## src/rtl/activation_pkg.sv

```systemverilog
// Shared types and fixed-point breakpoint helpers for the activation datapath.
// Breakpoints are returned as plain integers and sized by the user.
package activation_pkg;

  typedef enum logic [2:0] {
    LINEAR  = 3'd0,
    RELU    = 3'd1,
    SIGMOID = 3'd2,
    TANH    = 3'd3,
    LEAKY   = 3'd4,
    RELU6   = 3'd5
  } act_func_e;

  typedef enum logic [1:0] {
    SEG_LO  = 2'd0,
    SEG_MID = 2'd1,
    SEG_HI  = 2'd2
  } seg_e;

  function automatic int unsigned one_q(input int unsigned frac_w);
    return 32'd1 << frac_w;
  endfunction

  function automatic int unsigned sig_knee_lo(input int unsigned frac_w);
    return one_q(frac_w);
  endfunction

  function automatic int unsigned sig_knee_hi(input int unsigned frac_w);
    return 5 * one_q(frac_w);
  endfunction

  function automatic int unsigned tanh_knee_lo(input int unsigned frac_w);
    return one_q(frac_w) / 2;
  endfunction

  function automatic int unsigned tanh_knee_hi(input int unsigned frac_w);
    return (5 * one_q(frac_w)) / 2;
  endfunction

  function automatic int unsigned relu6_cap(input int unsigned frac_w);
    return 6 * one_q(frac_w);
  endfunction

endpackage

```

## src/rtl/activation_lane.sv

```systemverilog
// Combinational per-lane compute between the two pipeline stages:
// piecewise segment math, sign restore, output clamp and saturation flag.
module activation_lane
  import activation_pkg::*;
#(
  parameter int DATA_W = 16,
  parameter int FRAC_W = 8
) (
  input  logic [DATA_W-1:0] x,
  input  logic [DATA_W:0]   a,
  input  logic              neg,
  input  logic [1:0]        seg,
  input  logic [2:0]        func,
  input  logic [3:0]        leak_shift,
  output logic [DATA_W-1:0] y,
  output logic              sat
);

  localparam int IW = DATA_W + 2;
  localparam logic signed [IW-1:0] ONE  = IW'(one_q(FRAC_W));
  localparam logic signed [IW-1:0] HALF = IW'(one_q(FRAC_W) / 2);
  localparam logic signed [IW-1:0] Q3   = IW'((3 * one_q(FRAC_W)) / 4);
  localparam logic signed [IW-1:0] SIX  = IW'(relu6_cap(FRAC_W));
  localparam logic signed [IW-1:0] MAXV = {3'b000, {(DATA_W-1){1'b1}}};
  localparam logic signed [IW-1:0] MINV = {3'b111, {(DATA_W-1){1'b0}}};

  logic signed [IW-1:0] xe, ae, f, r;

  always_comb begin
    xe = {{2{x[DATA_W-1]}}, x};
    ae = {1'b0, a};
    f  = '0;
    r  = xe;
    case (func)
      RELU: r = neg ? '0 : xe;
      SIGMOID: begin
        case (seg)
          SEG_LO:  f = HALF + (ae >>> 2);
          SEG_MID: f = Q3 + ((ae - ONE) >>> 4);
          default: f = ONE;
        endcase
        r = neg ? (ONE - f) : f;
      end
      TANH: begin
        case (seg)
          SEG_LO:  f = ae;
          SEG_MID: f = HALF + ((ae - HALF) >>> 2);
          default: f = ONE;
        endcase
        r = neg ? -f : f;
      end
      LEAKY: r = neg ? (xe >>> leak_shift) : xe;
      // ReLU6's cap is a function bound, not a saturation event
      RELU6: r = neg ? '0 : ((xe > SIX) ? SIX : xe);
      default: r = xe;
    endcase
  end

  always_comb begin
    sat = 1'b0;
    y   = r[DATA_W-1:0];
    if (r > MAXV) begin
      sat = 1'b1;
      y   = MAXV[DATA_W-1:0];
    end else if (r < MINV) begin
      sat = 1'b1;
      y   = MINV[DATA_W-1:0];
    end
  end

endmodule

```

## src/rtl/activation_pipe.sv

```systemverilog
// Two-stage multi-lane activation pipeline with valid/ready backpressure
// and a saturating count of beats accepted downstream.
module activation_pipe
  import activation_pkg::*;
#(
  parameter int DATA_W = 16,
  parameter int FRAC_W = 8,
  parameter int LANES  = 4,
  parameter int CNT_W  = 32
) (
  input  logic                    clock,
  input  logic                    reset,
  input  logic                    in_valid,
  output logic                    in_ready,
  input  logic [LANES*DATA_W-1:0] in_data,
  input  logic [2:0]              in_func,
  input  logic [3:0]              in_leak_shift,
  output logic                    out_valid,
  input  logic                    out_ready,
  output logic [LANES*DATA_W-1:0] out_data,
  output logic [LANES-1:0]        out_sat,
  output logic [CNT_W-1:0]        beat_count
);

  localparam logic [DATA_W:0] SIG_K1 = (DATA_W+1)'(sig_knee_lo(FRAC_W));
  localparam logic [DATA_W:0] SIG_K2 = (DATA_W+1)'(sig_knee_hi(FRAC_W));
  localparam logic [DATA_W:0] TH_K1  = (DATA_W+1)'(tanh_knee_lo(FRAC_W));
  localparam logic [DATA_W:0] TH_K2  = (DATA_W+1)'(tanh_knee_hi(FRAC_W));

  logic s1_valid, s2_valid, s1_en, s2_en;
  logic [2:0] s1_func;
  logic [3:0] s1_shift;
  logic [LANES-1:0][DATA_W-1:0] s1_x, res;
  logic [LANES-1:0][DATA_W:0]   abs_d, s1_abs;
  logic [LANES-1:0][1:0]        seg_d, s1_seg;
  logic [LANES-1:0]             neg_d, s1_neg, res_sat;

  assign s2_en     = !s2_valid || out_ready;
  assign s1_en     = !s1_valid || s2_en;
  assign in_ready  = s1_en;
  assign out_valid = s2_valid;

  for (genvar i = 0; i < LANES; i++) begin : g_lane
    logic [DATA_W-1:0] x_in;
    logic [DATA_W:0]   x_ext;

    // Magnitude is one bit wider so the most negative input stays positive
    assign x_in     = in_data[i*DATA_W +: DATA_W];
    assign x_ext    = {x_in[DATA_W-1], x_in};
    assign neg_d[i] = x_in[DATA_W-1];
    assign abs_d[i] = neg_d[i] ? -x_ext : x_ext;

    always_comb begin
      if (in_func == TANH)
        seg_d[i] = (abs_d[i] < TH_K1) ? SEG_LO : (abs_d[i] < TH_K2) ? SEG_MID : SEG_HI;
      else
        seg_d[i] = (abs_d[i] < SIG_K1) ? SEG_LO : (abs_d[i] < SIG_K2) ? SEG_MID : SEG_HI;
    end

    activation_lane #(.DATA_W(DATA_W), .FRAC_W(FRAC_W)) u_lane (
      .x          (s1_x[i]),
      .a          (s1_abs[i]),
      .neg        (s1_neg[i]),
      .seg        (s1_seg[i]),
      .func       (s1_func),
      .leak_shift (s1_shift),
      .y          (res[i]),
      .sat        (res_sat[i])
    );
  end

  always_ff @(posedge clock) begin
    if (reset) s1_valid <= 1'b0;
    else if (s1_en) s1_valid <= in_valid;
  end

  always_ff @(posedge clock) begin
    if (s1_en && in_valid) begin
      s1_x     <= in_data;
      s1_abs   <= abs_d;
      s1_neg   <= neg_d;
      s1_seg   <= seg_d;
      s1_func  <= in_func;
      s1_shift <= in_leak_shift;
    end
  end

  always_ff @(posedge clock) begin
    if (reset) begin
      s2_valid <= 1'b0;
      out_data <= '0;
      out_sat  <= '0;
    end else if (s2_en) begin
      s2_valid <= s1_valid;
      if (s1_valid) begin
        out_data <= res;
        out_sat  <= res_sat;
      end
    end
  end

  always_ff @(posedge clock) begin
    if (reset) beat_count <= '0;
    else if (out_valid && out_ready && (beat_count != '1))
      beat_count <= beat_count + CNT_W'(1);
  end

endmodule

```

## config.mk

```make
export PLATFORM = sky130hd
export DESIGN_NAME = activation_pipe
export DESIGN_NICKNAME = d
export VERILOG_FILES = /design/src/rtl/activation_pkg.sv /design/src/rtl/activation_lane.sv /design/src/rtl/activation_pipe.sv
export SDC_FILE = /design/constraint.sdc
export NUM_CORES = 1
export LEC_CHECK = 0
export ABC_CLOCK_PERIOD_IN_PS = 5200
export BUFFER_PORTS_ARGS = -buffer_cell sky130_fd_sc_hd__buf_2
export CAP_MARGIN = 20
export CORE_ASPECT_RATIO = 0.75
export CORE_MARGIN = 3
export CORE_UTILIZATION = 50
export DETAILED_ROUTE_END_ITERATION = 6
export HOLD_SLACK_MARGIN = 0.03
export PLACE_DENSITY = 0.7
export SLEW_MARGIN = 20
export SYNTH_ARGS = -nofsm -noshare
export SYNTH_HDL_FRONTEND = slang
export SYNTH_HIERARCHICAL = 1
export SYNTH_SLANG_ARGS = --single-unit
```

## constraint.sdc

```tcl
create_clock -name clock -period 5.2 [get_ports clock]
set_clock_uncertainty 0.05 [all_clocks]
set_input_delay 0.26 -clock clock [delete_from_list [all_inputs] [get_ports clock]]
set_output_delay 0.26 -clock clock [all_outputs]
set_load 0.05 [all_outputs]
```

==> flow_metrics.py, run 1 <==
metrics = {
    "worst_hold_path": {
        "holdCritPathClass": "in -> reg",
        "hp-start": "out_ready",
    },
    "finish": {
        "syn_to_final_growth_pct": 13.0,
        "nets": 3615,
        "drive_gt1_share_pct": 15.7,
        "diodes": 0,
        "fill_cells": 4656,
        "layout.cells.non_filler": 4213,
    },
    "timing": {
        "fin_crit_sh_pct": 92.7,
        "final.min_clock_period_ns": 4.82,
        "slew_viol_final": 0,
        "worst_slew_pin_slew_ns": 1.02,
        "fmax_ghz": 0.208,
        "slew_headroom_pct": 31.8,
        "setup_viol": 0,
        "setup_tns_ns": 0,
        "hold_violations": 0,
        "rsz0062_at_grt": "false",
    },
    "yosys": {
        "synth_seq_cells": 245,
        "synth.avg_cell_area_sq_um": 7.82,
        "synthAdderAreaFrac_pct": 1.97,
        "async_flop_share_pct": 0,
        "synthSimpleGateAreaFrac_pct": 24.9,
        "synth_xor_area_share_pct": 8.71,
        "syn_inst": 3328,
        "synthDistinctLibCells": 106,
        "synth_top_family_by_area": "compound AO/OA/AOI/OAI gates",
        "syn-cell-area_sq_um": 26000,
        "synth_compound_area_share_pct": 27.1,
        "yosysSeqAreaShare_pct": 24.4,
        "yosysWarnings": 6,
        "yosys-mux-area-fraction_pct": 7.57,
        "synth_edf_count": 143,
        "synthFlopType": "edfxtp_1",
    },
    "power": {
        "combPwrFrac_pct": 33.7,
        "p_seq_share_pct": 36.1,
        "p_int_mw": 4.17,
        "finalPower_mw": 6.57,
        "pwr-share-clk_pct": 30.2,
        "p_per_area_nw_per_um2": 224,
        "power_leakage_nw": 10.8,
        "peakVddDrop_mv": 0.306,
        "power.net_switching_mw": 2.40,
        "swShare_pct": 36.5,
    },
    "die": {
        "io-pin-count": 177,
        "die-area_sq_um": 54800,
        "initial_core_util_pct": 51.2,
        "core_area_sq_um": 50800,
        "rows": 71,
        "die_y_um": 204,
        "die_x_um": 269,
    },
    "worst_setup_path": {
        "crit_buf_inv": 1,
        "worstPathCellList": "inv_1 > ha_1 > a21boi_1 > xnor2_1 > ha_1 > a211o_1 > o31a_1 > o32ai_4 > nor4_4 > a211oi_2 > nor2_1 > o32ai_4 > o21ai_1 > nand2_1 > a21oi_1",
        "criticalPathCategory": "reg -> reg",
        "critPathLaunch": "s1_abs[44]$_DFFE_PP_",
        "critPathTopFamily": "compound AO/OA/AOI/OAI gates",
        "critPathRequiredTime_ns": 5.55,
        "crit_path_end_kind": "flop",
        "crit_arrival_ns": 5.17,
        "cp_slowest_stage_delay_ns": 0.70,
        "worst-path-max-fanout": 16,
        "cpMaxStageDelayCell": "edfxtp_1",
        "cp-start-kind": "flop",
        "r2r-start": "s1_abs[44]$_DFFE_PP_",
    },
    "clocking": {
        "cts-root-buf": "clkbuf_16",
        "cts_buffers": 27,
        "cts_buffer_depth": 3,
        "cts.clk_slew.worst_paths_ns": 0.06,
        "htreeDepth": 1,
        "clkSinkCount": 245,
        "cts_tree": "built",
        "clkLatencyLatePin_ns": 0.58,
    },
    "status": {
        "status": "complete, but fails checks",
        "violations": "DRC",
    },
    "place": {
        "gp_congestion": 0.974,
        "dp.cells": 4086,
        "dpl.hpwl_um": 64700,
        "io_buffers": 176,
    },
    "grt": {
        "grt_antenna_before_repair": 0,
        "track_usage_pct": 30.0,
        "grt_pass1_wl_um": 136000,
        "overflow": 0,
        "grt_start_max_net_pins": 86,
        "grt_pass1_vias": 24800,
    },
    "flow_run": {
        "drv_cap": 0,
    },
    "routing": {
        "via_per_inst": 6.42,
        "wirelength_um": 85800,
        "drcViolationCount": 3,
        "antenna_left": 0,
        "drt_iter0_markers": 3181,
        "wl_per_cell_um": 20.4,
        "firstDrtPassIters": 7,
        "num_vias": 27000,
    },
}
-- repair_timing --
action                     in CTS  in global routing
setup buffers                   0                  2
setup endpoints to repair       0                 47
hold endpoints to repair      116                  0
resized for setup               0                  5
hold buffers                   73                  0
-- sequential cells by signal (all words and copies together) (netlist names) --
name        cells
s1_seg          8
s1_valid        1
s1_x           61
out_valid       1
out_sat         4
s1_shift        4
out_data       64
s1_func         3
s1_abs         64
s1_neg          3
beat_count     32
-- logic make-up (layout without fill, tap and decap cells) --
| kind of cell | count (synthesis) | count (layout) |
|---|---|---|
| DFF | 245 | 245 |
| adders and majority gates | 41 | 41 |
| AOI/OAI and AO/OA | 992 | 992 |
| muxes | 160 | 160 |
| other | 1 | 4 |
| xor gates and xnor gates | 258 | 258 |
| buffers and inverters | 342 | 531 |
| and+or+nand+nor | 1289 | 1289 |
-- cell type report --
class	count	area, sq um	area share, %
clock buffer	35	767	2.61
clock inverter	15	149	0.507
inverter	124	465	1.58
multi-input combinational	2744	18300	62.3
sequential	245	6340	21.6
tap	693	867	2.95
timing repair buffer	357	2480	8.45
-- worst register-to-register path: cells and delay by family, from the launching register on --
family | cells | cell delay (ns)
buf+inv | 1 | 0.18
simple gates | 3 | 0.31
flops | 1 | 0.70
compound gates | 8 | 2.64
xor+xnor | 1 | 0.18
fa+ha+maj | 2 | 0.58
-- synth_stat cells (13+ instances only) --
| library cell | instances | share of area (%) |
|---|---|---|
| clkbuf_1 | 158 | 2.3 |
| mux2_2 | 34 | 1.5 |
| nand4_1 | 51 | 1.2 |
| a22oi_1 | 20 | 0.58 |
| nor4_1 | 35 | 0.84 |
| a31oi_1 | 34 | 0.82 |
| inv_1 | 115 | 1.7 |
| o21ai_0 | 188 | 3.6 |
| a221oi_1 | 33 | 1.1 |
| o21a_1 | 27 | 0.78 |
| nor3_1 | 97 | 1.9 |
| nand2b_1 | 46 | 1.1 |
| nor2_1 | 278 | 4.0 |
| a211o_1 | 15 | 0.50 |
| and2_1 | 25 | 0.60 |
| or3_1 | 39 | 0.94 |
| a31o_2 | 17 | 0.57 |
| buf_6 | 13 | 0.56 |
| and3_1 | 28 | 0.67 |
| o221ai_1 | 19 | 0.64 |
| mux2i_1 | 100 | 3.8 |
| xor2_1 | 105 | 3.5 |
| or2_2 | 33 | 0.79 |
| nand2_1 | 419 | 6.0 |
| edfxtp_1 | 143 | 17 |
| a211oi_1 | 57 | 1.6 |
| mux4_2 | 26 | 2.3 |
| o21ai_1 | 17 | 0.33 |
| a21oi_1 | 222 | 4.3 |
| a21o_1 | 22 | 0.63 |
| o211ai_1 | 58 | 1.7 |
| nand3_1 | 89 | 1.7 |
| buf_1 | 24 | 0.35 |
| o22ai_1 | 18 | 0.43 |
| xnor2_1 | 152 | 5.1 |
| dfxtp_1 | 102 | 7.8 |
| o221ai_2 | 18 | 1.0 |
| nor2b_1 | 44 | 1.1 |
| a2111oi_0 | 13 | 0.44 |
| ha_1 | 41 | 2.0 |
| or4_1 | 20 | 0.58 |
| o31ai_1 | 41 | 1.2 |
| buf_2 | 23 | 0.44 |
-- placed cells by master (no fill, tap or decap), types with 27 or more instances in the layout --
| cell | count |
|---|---|
| nor2_1 | 276 |
| xnor2_1 | 152 |
| ha_1 | 40 |
| a21oi_1 | 222 |
| o211ai_1 | 58 |
| or2_2 | 33 |
| nand2b_1 | 45 |
| o31ai_1 | 41 |
| dfxtp_1 | 102 |
| edfxtp_1 | 143 |
| xor2_1 | 105 |
| o21a_1 | 27 |
| a221oi_1 | 33 |
| nor3_1 | 97 |
| nor2b_1 | 40 |
| a211oi_1 | 57 |
| nor4_1 | 34 |
| nand3_1 | 89 |
| or3_1 | 38 |
| o21ai_0 | 188 |
| clkbuf_16 | 27 |
| mux2i_1 | 100 |
| mux2_2 | 34 |
| nand2_1 | 419 |
| buf_2 | 175 |
| nand4_1 | 51 |
| buf_4 | 104 |
| a31oi_1 | 34 |
| dlygate4sd3_1 | 73 |
| and3_1 | 28 |
| inv_1 | 115 |
-- metrics by stage --
step | hold slack [ns] | util [%] | worst slack (ns) | area (sq um)
after floorplan | 0.309 | - | 0.181 | 26000
after global placement | 0.390 | 54.4 | 0.234 | 27700
after detailed placement | 0.394 | 54.4 | 0.116 | 27700
after CTS | 0.0304 | 57.7 | 0.0999 | 29300
after global routing | 0.104 | 57.8 | 0.00848 | 29400
final | 0.0568 | 57.8 | 0.382 | 29400
-- power by group through the flow --
stage | Clock [mW] | Combinational (mW) | Sequential (mW)
floorplan | 0 | 1.47 | 2.44
global placement | 0 | 2.08 | 2.40
detailed placement | 0 | 2.10 | 2.41
CTS | 2.03 | 2.16 | 2.36
global route | 2.10 | 2.40 | 2.39
finish | 1.99 | 2.21 | 2.37
-- final timing paths --
kind	to	slack [ns]	cells after the start
worst max register to register	out_data[35]$_SDFFE_PP0P_	0.38	15
worst min-delay path	out_valid$_SDFFE_PP0P_	0.06	4
worst max-delay path	out_data[35]$_SDFFE_PP0P_	0.38	15
worst min register to register	out_data[51]$_SDFFE_PP0P_	0.40	2
-- metal layers --
| layer | up-vias | GRT usage, % | wire, um |
|---|---|---|---|
| li1 | 12800 | - | - |
| met1 | 12700 | 45.7 | 39700 |
| met2 | 1383 | 44.6 | 36100 |
| met3 | 155 | 4.03 | 7950 |
| met4 | 0 | 7.55 | 2060 |
| met5 | - | 0 | 0 |
(Power assumes the default switching activity.)
==> inputs of run 2 (changes only) <==
Settings changed: CTS_CLUSTER_SIZE from default to 20, GPL_TIMING_DRIVEN from default to 0.
==> flow_metrics.py, run 2 (synthesized netlist as in run 1, its figures left out) <==
metrics = {
    "worst_setup_path": {
        "crit_path_end_kind": "flop",
        "r2r_end": "out_sat[1]$_SDFFE_PP0P_",
        "reg2reg_depth": 20,
        "criticalPathCategory": "reg -> reg",
        "cp_slowest_stage_delay_ns": 0.55,
        "crit_arrival_ns": 5.33,
        "cpMaxStageDelayCell": "or4_1",
        "worstPathCellList": "inv_1 > ha_4 > nor2b_2 > xnor2_1 > inv_1 > ha_1 > nand2_1 > mux2_2 > a221o_1 > or4_1 > o211ai_1 > a211o_1 > or3_1 > buf_6 > nand4_4 > o31ai_4 > buf_4 > a21bo_2 > nand2_1 > a21oi_1",
        "critPathRequiredTime_ns": 5.56,
        "rrSetupSlack_ns": 0.23,
        "cp-start-kind": "flop",
        "worst-path-max-fanout": 9,
        "r2r-start": "s1_abs[26]$_DFFE_PP_",
    },
    "die": {
        "die_x_um": 269,
        "core_area_sq_um": 50800,
        "die_y_um": 204,
        "initial_core_util_pct": 51.2,
        "io-pin-count": 177,
        "rows": 71,
        "die-area_sq_um": 54800,
    },
    "routing": {
        "drcViolationCount": 0,
        "wl_met3_um": 9650,
        "firstDrtPassIters": 6,
        "maxUsedRoutingLayer": "met4",
        "antenna_left": 0,
        "wirelength_um": 88000,
        "wl_met2_um": 36100,
        "drt_iter0_markers": 3109,
        "num_vias": 27600,
        "met1_length_um": 40200,
        "wl_per_cell_um": 20.4,
        "via_per_inst": 6.37,
    },
    "timing": {
        "final.min_clock_period_ns": 4.97,
        "slew_viol_final": 0,
        "slew_headroom_pct": 22.5,
        "fmax_ghz": 0.201,
        "setup_ws_ns": 0.231,
        "worst_slew_pin_slew_ns": 1.16,
        "fin_crit_sh_pct": 95.6,
        "hold_violations": 0,
        "setup_viol": 0,
        "timing.hold.ws_ns": 0.0621,
    },
    "clocking": {
        "cts_buffer_depth": 3,
        "clkLatencyLatePin_ns": 0.57,
        "cts_buffers": 27,
        "htreeDepth": 1,
        "cts_tree": "built",
        "cts-root-buf": "clkbuf_16",
        "clkSinkCount": 245,
        "cts.clk_slew.worst_paths_ns": 0.07,
    },
    "power": {
        "p_per_area_nw_per_um2": 226,
        "finalPower_mw": 6.70,
        "peakVddDrop_mv": 0.237,
        "power_leakage_nw": 10.7,
    },
    "grt": {
        "grt_antenna_before_repair": 0,
        "track_usage_pct": 30.6,
        "grt_start_max_net_pins": 61,
        "grt_pass1_vias": 24700,
        "overflow": 0,
        "grt_pass1_wl_um": 138000,
    },
    "worst_hold_path": {
        "hold_depth": 2,
        "holdCritPathClass": "in -> reg",
        "hp-start": "reset",
        "whs_endpoint": "out_data[16]$_SDFFE_PP0P_",
    },
    "finish": {
        "diodes": 0,
        "nets": 3728,
        "reg.largest.list": "out_data x64, s1_abs x64, s1_x x61",
        "fill_cells": 4824,
        "drive_gt1_share_pct": 14.1,
        "final_core_util_pct": 58.4,
        "syn_to_final_growth_pct": 14.1,
        "layout_commonest_cell": "nand2_1",
        "layout.cells.non_filler": 4323,
        "layout_common_cells": "nand2_1, nor2_1, a21oi_1, buf_2, o21ai_0",
    },
    "place": {
        "dp.cells": 4201,
        "gp_congestion": 0.974,
        "dp_worst_setup_slack_ns": -0.0300,
        "io_buffers": 175,
        "dpl.hpwl_um": 67500,
    },
    "status": {
        "status": "finished, final reports clean",
    },
    "flow_run": {
        "drv_cap": 0,
    },
}
## run 2: layout make-up
cell class              instances  area (sq um)  area share (%)
clock buffers                  29           693            2.34
multi-input cells            2744         18400            62.0
inverters                     124           465            1.57
repair buffers                257          1710            5.78
plain buffers                 213           945            3.18
well taps                     693           867            2.92
clock inverters                18           255           0.860
flip-flops and latches        245          6340            21.4
## run 2: worst max path at each step
stage / from / end / slack, ns / cells past startpoint
after global placement: out_valid$_SDFFE_PP0P_ / s1_abs[66]$_DFFE_PP_ / -0.87 / 3
after detailed placement: s1_seg[2]$_DFFE_PP_ / out_data[17]$_SDFFE_PP0P_ / -0.03 / 19
after global routing: s1_abs[26]$_DFFE_PP_ / out_sat[1]$_SDFFE_PP0P_ / -0.008 / 20
after CTS: s1_abs[9]$_DFFE_PP_ / out_data[13]$_SDFFE_PP0P_ / 0.008 / 21
after floorplan: out_valid$_SDFFE_PP0P_ / s1_abs[10]$_DFFE_PP_ / 0.18 / 3
final: s1_abs[26]$_DFFE_PP_ / out_sat[1]$_SDFFE_PP0P_ / 0.23 / 20
## run 2: routing by layer
layer | GRT usage (%) | up-vias
met1 | 46.0 | 13000
li1 | - | 13000
met5 | 0 | -
met3 | 7.19 | 133
met4 | 7.24 | 0
met2 | 44.2 | 1370
## run 2: power by group
part           leakage [nW]  switching [mW]  internal [mW]
clock network         0.462           0.838           1.26
registers              2.22           0.146           2.19
logic                  8.05            1.45          0.824
## run 2: worst max-delay path: cells and delay by family (launching register included)
family,cells,cell delay (ns)
flip-flops,1,0.52
AND/OR/NAND/NOR,6,1.24
XOR/XNOR,1,0.15
buffers and inverters,4,0.64
multiplexers,1,0.27
adder cells (fa/ha/maj),2,0.49
AO/OA/AOI/OAI,6,1.44
## run 2: what timing repair did
| action | 4_1_cts | 5_1_grt |
|---|---|---|
| hold buffers | 73 | 0 |
| pin swaps | 0 | 7 |
| hold endpoints to repair | 99 | 0 |
| buffers inserted | 0 | 7 |
| gates resized for setup | 2 | 43 |
| endpoints found under the setup margin | 18 | 64 |
## run 2: through the flow
step | setup TNS [ns] | area [sq um]
finish | 0 | 29700
global route | -0.00825 | 29700
global placement | -122.20 | 27800
detailed placement | -0.0641 | 27800
floorplan | 0 | 26000
CTS | 0 | 29500
